`src/rtl/mem_responder_pkg.sv`:
```
// Shared types and constants for the processor memory path: responder state
// encoding, the value returned by a faulting read, and the address check.
package mem_responder_pkg;

  typedef enum logic [1:0] {
    ST_IDLE = 2'd0,
    ST_WAIT = 2'd1,
    ST_DONE = 2'd2
  } mr_state_e;

  localparam logic [31:0] READ_ZERO = 32'h0000_0000;
  localparam int unsigned CNT_W     = 4;

  // Misaligned, or any bit above the word-index field is set.
  function automatic logic adr_err(input logic [31:0] adr, input int unsigned aw);
    return (adr[1:0] != 2'b00) || ((adr >> (aw + 2)) != 32'h0);
  endfunction

endpackage

```
`src/rtl/mem_responder_if.sv`:
```
// Processor <-> memory responder handshake bundle.
interface mem_responder_if;
  logic        Req;
  logic        MemWrite;
  logic [31:0] Adr;
  logic [31:0] WriteData;
  logic [31:0] ReadData;
  logic        Ready;
  logic        Busy;
  logic        Err;

  modport master (
    output Req, MemWrite, Adr, WriteData,
    input  ReadData, Ready, Busy, Err
  );

  modport slave (
    input  Req, MemWrite, Adr, WriteData,
    output ReadData, Ready, Busy, Err
  );
endinterface

```
`src/rtl/mem_array.sv`:
```
// Word storage: one synchronous write port, one combinational read port.
// Contents are intentionally not reset.
module mem_array #(
  parameter int DEPTH = 64,
  localparam int AW   = $clog2(DEPTH)
) (
  input  logic          clk_i,
  input  logic          we_i,
  input  logic [AW-1:0] waddr_i,
  input  logic [31:0]   wdata_i,
  input  logic [AW-1:0] raddr_i,
  output logic [31:0]   rdata_o
);

  logic [31:0] mem_q [DEPTH];

  always_ff @(posedge clk_i) begin
    if (we_i) mem_q[waddr_i] <= wdata_i;
  end

  assign rdata_o = mem_q[raddr_i];

endmodule

```
`src/rtl/mem_responder.sv`:
```
// Wait-state memory responder: accepts one access in IDLE, counts out the
// wait states, then completes with a single-cycle Ready pulse.
module mem_responder
  import mem_responder_pkg::*;
#(
  parameter int DEPTH       = 64,
  parameter int WAIT_CYCLES = 2
) (
  input  logic           clk,
  input  logic           reset,
  mem_responder_if.slave bus
);

  localparam int unsigned    AW      = $clog2(DEPTH);
  localparam logic [CNT_W-1:0] WAIT_LD = CNT_W'(WAIT_CYCLES);

  mr_state_e        state_q, state_d;
  logic [CNT_W-1:0] cnt_q, cnt_d;
  logic             wr_q, wr_d;
  logic [31:0]      adr_q, adr_d;
  logic [31:0]      wdata_q, wdata_d;
  logic [31:0]      rdata_q, rdata_d;
  logic             err_q, err_d;

  logic             acc_wr;
  logic [31:0]      acc_adr;
  logic [31:0]      acc_wdata;
  logic             acc_err;
  logic             enter_done;
  logic             mem_we;
  logic [31:0]      mem_rdata;

  // With zero wait states DONE is entered on the accepting edge, so the
  // access must be served straight from the bus rather than the latches.
  always_comb begin
    acc_wr    = wr_q;
    acc_adr   = adr_q;
    acc_wdata = wdata_q;
    if (state_q == ST_IDLE) begin
      acc_wr    = bus.MemWrite;
      acc_adr   = bus.Adr;
      acc_wdata = bus.WriteData;
    end
    acc_err = adr_err(acc_adr, AW);
  end

  always_comb begin
    state_d    = state_q;
    cnt_d      = cnt_q;
    wr_d       = wr_q;
    adr_d      = adr_q;
    wdata_d    = wdata_q;
    rdata_d    = rdata_q;
    err_d      = err_q;
    enter_done = 1'b0;

    unique case (state_q)
      ST_IDLE: begin
        if (bus.Req) begin
          wr_d    = bus.MemWrite;
          adr_d   = bus.Adr;
          wdata_d = bus.WriteData;
          err_d   = acc_err;
          cnt_d   = WAIT_LD;
          if (WAIT_LD == '0) begin
            state_d    = ST_DONE;
            enter_done = 1'b1;
          end else begin
            state_d = ST_WAIT;
          end
        end
      end
      ST_WAIT: begin
        cnt_d = cnt_q - 1'b1;
        if (cnt_q <= CNT_W'(1)) begin
          state_d    = ST_DONE;
          enter_done = 1'b1;
        end
      end
      ST_DONE: state_d = ST_IDLE;
      default: state_d = ST_IDLE;
    endcase

    if (enter_done && !acc_wr) rdata_d = acc_err ? READ_ZERO : mem_rdata;
  end

  // Reset on the completing edge aborts the access, so block the write too.
  assign mem_we = enter_done && acc_wr && !acc_err && !reset;

  always_ff @(posedge clk) begin
    if (reset) begin
      state_q <= ST_IDLE;
      cnt_q   <= '0;
      wr_q    <= 1'b0;
      adr_q   <= '0;
      wdata_q <= '0;
      rdata_q <= READ_ZERO;
      err_q   <= 1'b0;
    end else begin
      state_q <= state_d;
      cnt_q   <= cnt_d;
      wr_q    <= wr_d;
      adr_q   <= adr_d;
      wdata_q <= wdata_d;
      rdata_q <= rdata_d;
      err_q   <= err_d;
    end
  end

  mem_array #(.DEPTH(DEPTH)) u_mem (
    .clk_i   (clk),
    .we_i    (mem_we),
    .waddr_i (acc_adr[AW+1:2]),
    .wdata_i (acc_wdata),
    .raddr_i (acc_adr[AW+1:2]),
    .rdata_o (mem_rdata)
  );

  assign bus.Ready    = (state_q == ST_DONE);
  assign bus.Busy     = (state_q != ST_IDLE);
  assign bus.Err      = (state_q == ST_DONE) && err_q;
  assign bus.ReadData = rdata_q;

endmodule

```
`src/flat_wrapper.sv`:
```
// flat-port wrapper written by rule: the top's interface ports become plain ports
module mem_responder_flat import mem_responder_pkg::*;
#(
  parameter int DEPTH       = 64,
  parameter int WAIT_CYCLES = 2
)
  (clk, reset, bus_Req, bus_MemWrite, bus_Adr, bus_WriteData, bus_ReadData, bus_Ready, bus_Busy, bus_Err);
  mem_responder_if bus_i ();
  input  logic clk;
  input  logic reset;
  input wire logic [$bits(bus_i.Req)-1:0] bus_Req;
  input wire logic [$bits(bus_i.MemWrite)-1:0] bus_MemWrite;
  input wire logic [$bits(bus_i.Adr)-1:0] bus_Adr;
  input wire logic [$bits(bus_i.WriteData)-1:0] bus_WriteData;
  output wire logic [$bits(bus_i.ReadData)-1:0] bus_ReadData;
  output wire logic [$bits(bus_i.Ready)-1:0] bus_Ready;
  output wire logic [$bits(bus_i.Busy)-1:0] bus_Busy;
  output wire logic [$bits(bus_i.Err)-1:0] bus_Err;
  assign bus_i.Req = bus_Req;
  assign bus_i.MemWrite = bus_MemWrite;
  assign bus_i.Adr = bus_Adr;
  assign bus_i.WriteData = bus_WriteData;
  assign bus_ReadData = bus_i.ReadData;
  assign bus_Ready = bus_i.Ready;
  assign bus_Busy = bus_i.Busy;
  assign bus_Err = bus_i.Err;
  mem_responder #(.DEPTH(DEPTH), .WAIT_CYCLES(WAIT_CYCLES)) u_core (.clk(clk), .reset(reset), .bus(bus_i));
endmodule
```
`config.mk`:
```
export PLATFORM = sky130hd
export DESIGN_NAME = mem_responder_flat
export DESIGN_NICKNAME = d
export VERILOG_FILES = /design/src/rtl/mem_responder_pkg.sv /design/src/rtl/mem_responder_if.sv /design/src/rtl/mem_array.sv /design/src/rtl/mem_responder.sv /design/src/flat_wrapper.sv
export SDC_FILE = /design/constraint.sdc
export NUM_CORES = 2
export LEC_CHECK = 0
export ABC_AREA = 0
export BUFFER_PORTS_ARGS = -buffer_cell sky130_fd_sc_hd__buf_2
export CORE_MARGIN = 1.5
export CORE_UTILIZATION = 25
export DETAILED_ROUTE_END_ITERATION = 7
export GPL_TIMING_DRIVEN = 0
export PLACE_DENSITY = 0.48
export SYNTH_ARGS = -nofsm -noshare
export SYNTH_HDL_FRONTEND = slang
export SYNTH_SLANG_ARGS = --single-unit
```
`constraint.sdc`:
```
create_clock -name clk -period 5.1 [get_ports clk]
set_clock_uncertainty 0.1 [all_clocks]
set_input_delay 0.51 -clock clk [delete_from_list [all_inputs] [get_ports clk]]
set_output_delay 0.51 -clock clk [all_outputs]
set_load 0.005 [all_outputs]
```
==> flow_metrics.env <==
export IMPL_run_status="complete, but fails checks"
export IMPL_violations="DRC, capacitance limit, slew limit, setup timing"
export IMPL_nets=6275
export IMPL_vias=60700
export IMPL_antenna_found_initial=48
export IMPL_cp_end_kind="flip-flop"
export IMPL_async_flop_share_pct=0
export IMPL_required_ps=5810
export IMPL_cp_max_fo=13
export IMPL_post_route_period_util_pct=108
export IMPL_wl_um=421000
export IMPL_dieArea_um2=327000
export IMPL_synth_nets=5632
export IMPL_synth_area_um2=81000
export IMPL_synth_seq_area_share_pct=78.5
export IMPL_maxCapViolCount=3
export IMPL_tightestPinTransition_ps=1640
export IMPL_worst_r2r_setup_slack_ps=-430
export IMPL_core_rowCount=208
export IMPL_synth_edf_count=2048
export IMPL_start_kind="flip-flop"
export IMPL_grt_usage_pct=24.9
export IMPL_io_buffers=100
export IMPL_finalHoldViolCount=0
export IMPL_die_h_um=572
export IMPL_seq_area_um2=63600
export IMPL_drc=9
export IMPL_power_static_leakage_nw=32.2
export IMPL_path_delay_family="buffers and inverters"
export IMPL_synth_main_ff_cell="edfxtp_1"
export IMPL_syn_area_per_cell_um2=14.6
export IMPL_utilization_pct=31.1
export IMPL_yosys_area_top_type="edfxtp_1"
export IMPL_cp_arrival_ps=6240
export IMPL_cts_tree="built"
export IMPL_pin_count=103
export IMPL_r2r_end="u_core.bus.ReadData[18]$_SDFFE_PP0P_"
export IMPL_drt_iter0_drc=13200
export IMPL_drive_gt1_share_pct=16.1
export IMPL_grt_max_degree=65
export IMPL_die_width_um=572
export IMPL_coreArea_um2=322000
export IMPL_first_global_vias=53900
export IMPL_root_buffer="clkbuf_16"
export IMPL_fillCellCount=31700
export IMPL_max_freq_ghz=0.181
export IMPL_yosys_area_top_type_share_pct=75.9
export IMPL_clk_latency_ps=910
export IMPL_cts_sinks=2152
export IMPL_p_per_area_nw_per_um2=423
export IMPL_min_from="reset"
export IMPL_timing_rr_start="u_core.state_q[1]$_SDFFE_PP0P_"
export IMPL_ant_nets=0
export IMPL_dp_hpwl_um=281000
export IMPL_grt_pass1_wl_um=535000
export IMPL_start_util_pct=25.2
export IMPL_post_dp_cell_area_um2=91400
export IMPL_rsz0062_at_grt="true"
export IMPL_hold_depth=2
export IMPL_overflow=0
export IMPL_numCtsBuffers=216
export IMPL_finalSetupTns_ps=-1920
export IMPL_path_clk_slew_ps=60
export IMPL_worst_hold_path_endpoint="u_core.state_q[1]$_SDFFE_PP0P_"
export IMPL_path_cells="nor2_4 -> inv_2 -> buf_4 -> nor3_1 -> nor2_1 -> nand2b_1 -> buf_2 -> clkbuf_2 -> a31oi_1 -> nor4_2 -> o21ai_1 -> o21ai_0"
export IMPL_slowest_delay_ps=790
export IMPL_htreeDepth=4
export IMPL_final_area_um2=100000
export IMPL_vias_per_cell=5.67
export IMPL_crit_type="reg -> reg"
export IMPL_worst_path_max_delay_cell="nor4_2"
export IMPL_setup_viol=20
export IMPL_area_growth_pct=23.6
export IMPL_ys_warn_count=0
export IMPL_min_path_type="in -> reg"
export IMPL_cts_path_max_buffers=3
export IMPL_place_gp_congestion=0.926
export IMPL_path_buf_inv=4
export IMPL_ys_ff_latch=2152
export IMPL_vdd_drop_max_mv=0.423
export IMPL_synth_distinct_cells=57
export IMPL_post_drt_wl_per_cell_um=39.3
export IMPL_multi_input_area_um2=16700
export IMPL_finalMaxSlewViolations=33
export IMPL_dr_pass1_iters=8
export IMPL_fin_crit_ps=5530
export IMPL_slew_headroom_pct=-9.61
export IMPL_syn_inst=5562
export IMPL_synth_area_leaders="edfxtp_1 (76%), nand2_1 (5.3%), o22ai_1 (2.9%)"
export IMPL_finalWorstSetupSlack_ps=-427
export IMPL_reg2reg_depth=12
[cells in the mapped netlist, types with 3 or more instances]
cell      number
edfxtp_1    2048
nand2_1     1153
o22ai_1      369
nand3_1      315
nor2_1       269
a21oi_1      225
a31oi_1      179
buf_2        156
mux2i_1      130
clkbuf_1     120
dfxtp_1      104
a32oi_1      103
nor4_1        84
nor3_1        66
buf_1         57
a32o_1        32
o21ai_0       19
buf_4         10
nand2b_1       8
nand4_1        8
or4_1          8
a211oi_1       7
o221ai_1       7
o22a_1         7
a22o_1         5
and3_1         5
inv_1          5
nor2b_1        5
or2_2          5
a21o_1         4
and2_1         4
nand2_2        4
a221oi_1       3
mux2_2         3
o211ai_1       3
o31ai_1        3
[state kept, by name, indices dropped and copies added, names as in the netlist]
signal	count
u_core.err_q	1
u_core.adr_q	32
u_core.state_q	2
u_core.wr_q	1
u_core.bus.ReadData	32
u_core.wdata_q	32
u_core.u_mem.mem_q	2048
u_core.cnt_q	4
[cell usage in the layout (no fill, tap or decap), types with 102 or more instances in the layout]
cell type,instances
clkbuf_1,140
nand3_1,307
buf_2,255
clkbuf_16,220
a21oi_1,222
edfxtp_1,2048
buf_12,127
nand2_1,1120
a32oi_1,102
a31oi_1,173
nor2_1,204
o22ai_1,369
mux2i_1,130
dfxtp_1,104
[where the power goes]
| group | internal (mW) | switching, mW | leakage (nW) |
|---|---|---|---|
| clock network | 8.88 | 7.10 | 3.38 |
| registers | 19.9 | 0.0317 | 19.4 |
| logic | 1.22 | 5.17 | 9.44 |
[layout make-up]
type,instances,share of cell area [%]
Tap cell,4305,5.38
Timing Repair Buffer,428,5.75
Sequential cell,2152,63.5
Clock inverter,111,0.972
Buffer,342,1.67
Clock buffer,291,5.93
Multi-Input combinational cell,3059,16.7
Inverter,6,0.0225
Antenna cell,17,0.0425
[cells by family after synthesis]
family / after synthesis / synth area share, %
AO/OA/AOI/OAI: 981 / 7.80
adder cells (fa/ha/maj): 2 / 0.0309
buffers and inverters: 351 / 1.93
flip-flops: 2152 / 78.5
multiplexers: 136 / 1.71
AND/OR/NAND/NOR: 1940 / 10.0
[layer usage]
layer	vias to the layer above	global-route usage, %	routed length [um]
met2	5856	36.6	177000
met3	1233	8.72	65300
met1	31000	31.3	147000
li1	22600	-	-
met5	-	0	114
met4	18	15.3	31000
[what timing repair did]
item	CTS	global route
setup endpoints to repair	2074	99
endpoints found under the hold margin	70	0
pin swaps	40	7
cloned	0	0
setup buffers	67	15
gates resized for setup	48	34
hold buffers	66	0
[how the worst max path moves through the flow]
stage | start | to | slack (ps) | cells past startpoint
2_1_floorplan | bus_Adr[4] | u_core.u_mem.mem_q[11][0]$_DFFE_PP_ | 940 | 8
3_3_place_gp | bus_Adr[4] | u_core.u_mem.mem_q[17][13]$_DFFE_PP_ | -5710 | 8
3_5_place_dp | bus_Adr[4] | u_core.u_mem.mem_q[53][18]$_DFFE_PP_ | -1520 | 10
4_1_cts | u_core.state_q[0]$_SDFFE_PP0P_ | u_core.bus.ReadData[18]$_SDFFE_PP0P_ | -490 | 12
5_1_grt | u_core.state_q[1]$_SDFFE_PP0P_ | u_core.bus.ReadData[18]$_SDFFE_PP0P_ | -120 | 12
6_report | u_core.state_q[1]$_SDFFE_PP0P_ | u_core.bus.ReadData[18]$_SDFFE_PP0P_ | -430 | 12
[per-stage QoR]
| stage | hold WS (ps) | std cells | setup WS [ps] | power, mW |
|---|---|---|---|---|
| after floorplan | 336 | 5562 | 937 | 22.7 |
| after global placement | 341 | 9967 | -5710 | 26.1 |
| after detailed placement | 350 | 10100 | -1520 | 26.2 |
| after CTS | 32.3 | 10700 | -492 | 41.8 |
| after global routing | 109 | 10700 | -122 | 42.7 |
| final | 71.5 | 10700 | -427 | 42.3 |
Power figures use the tool's default switching activity.
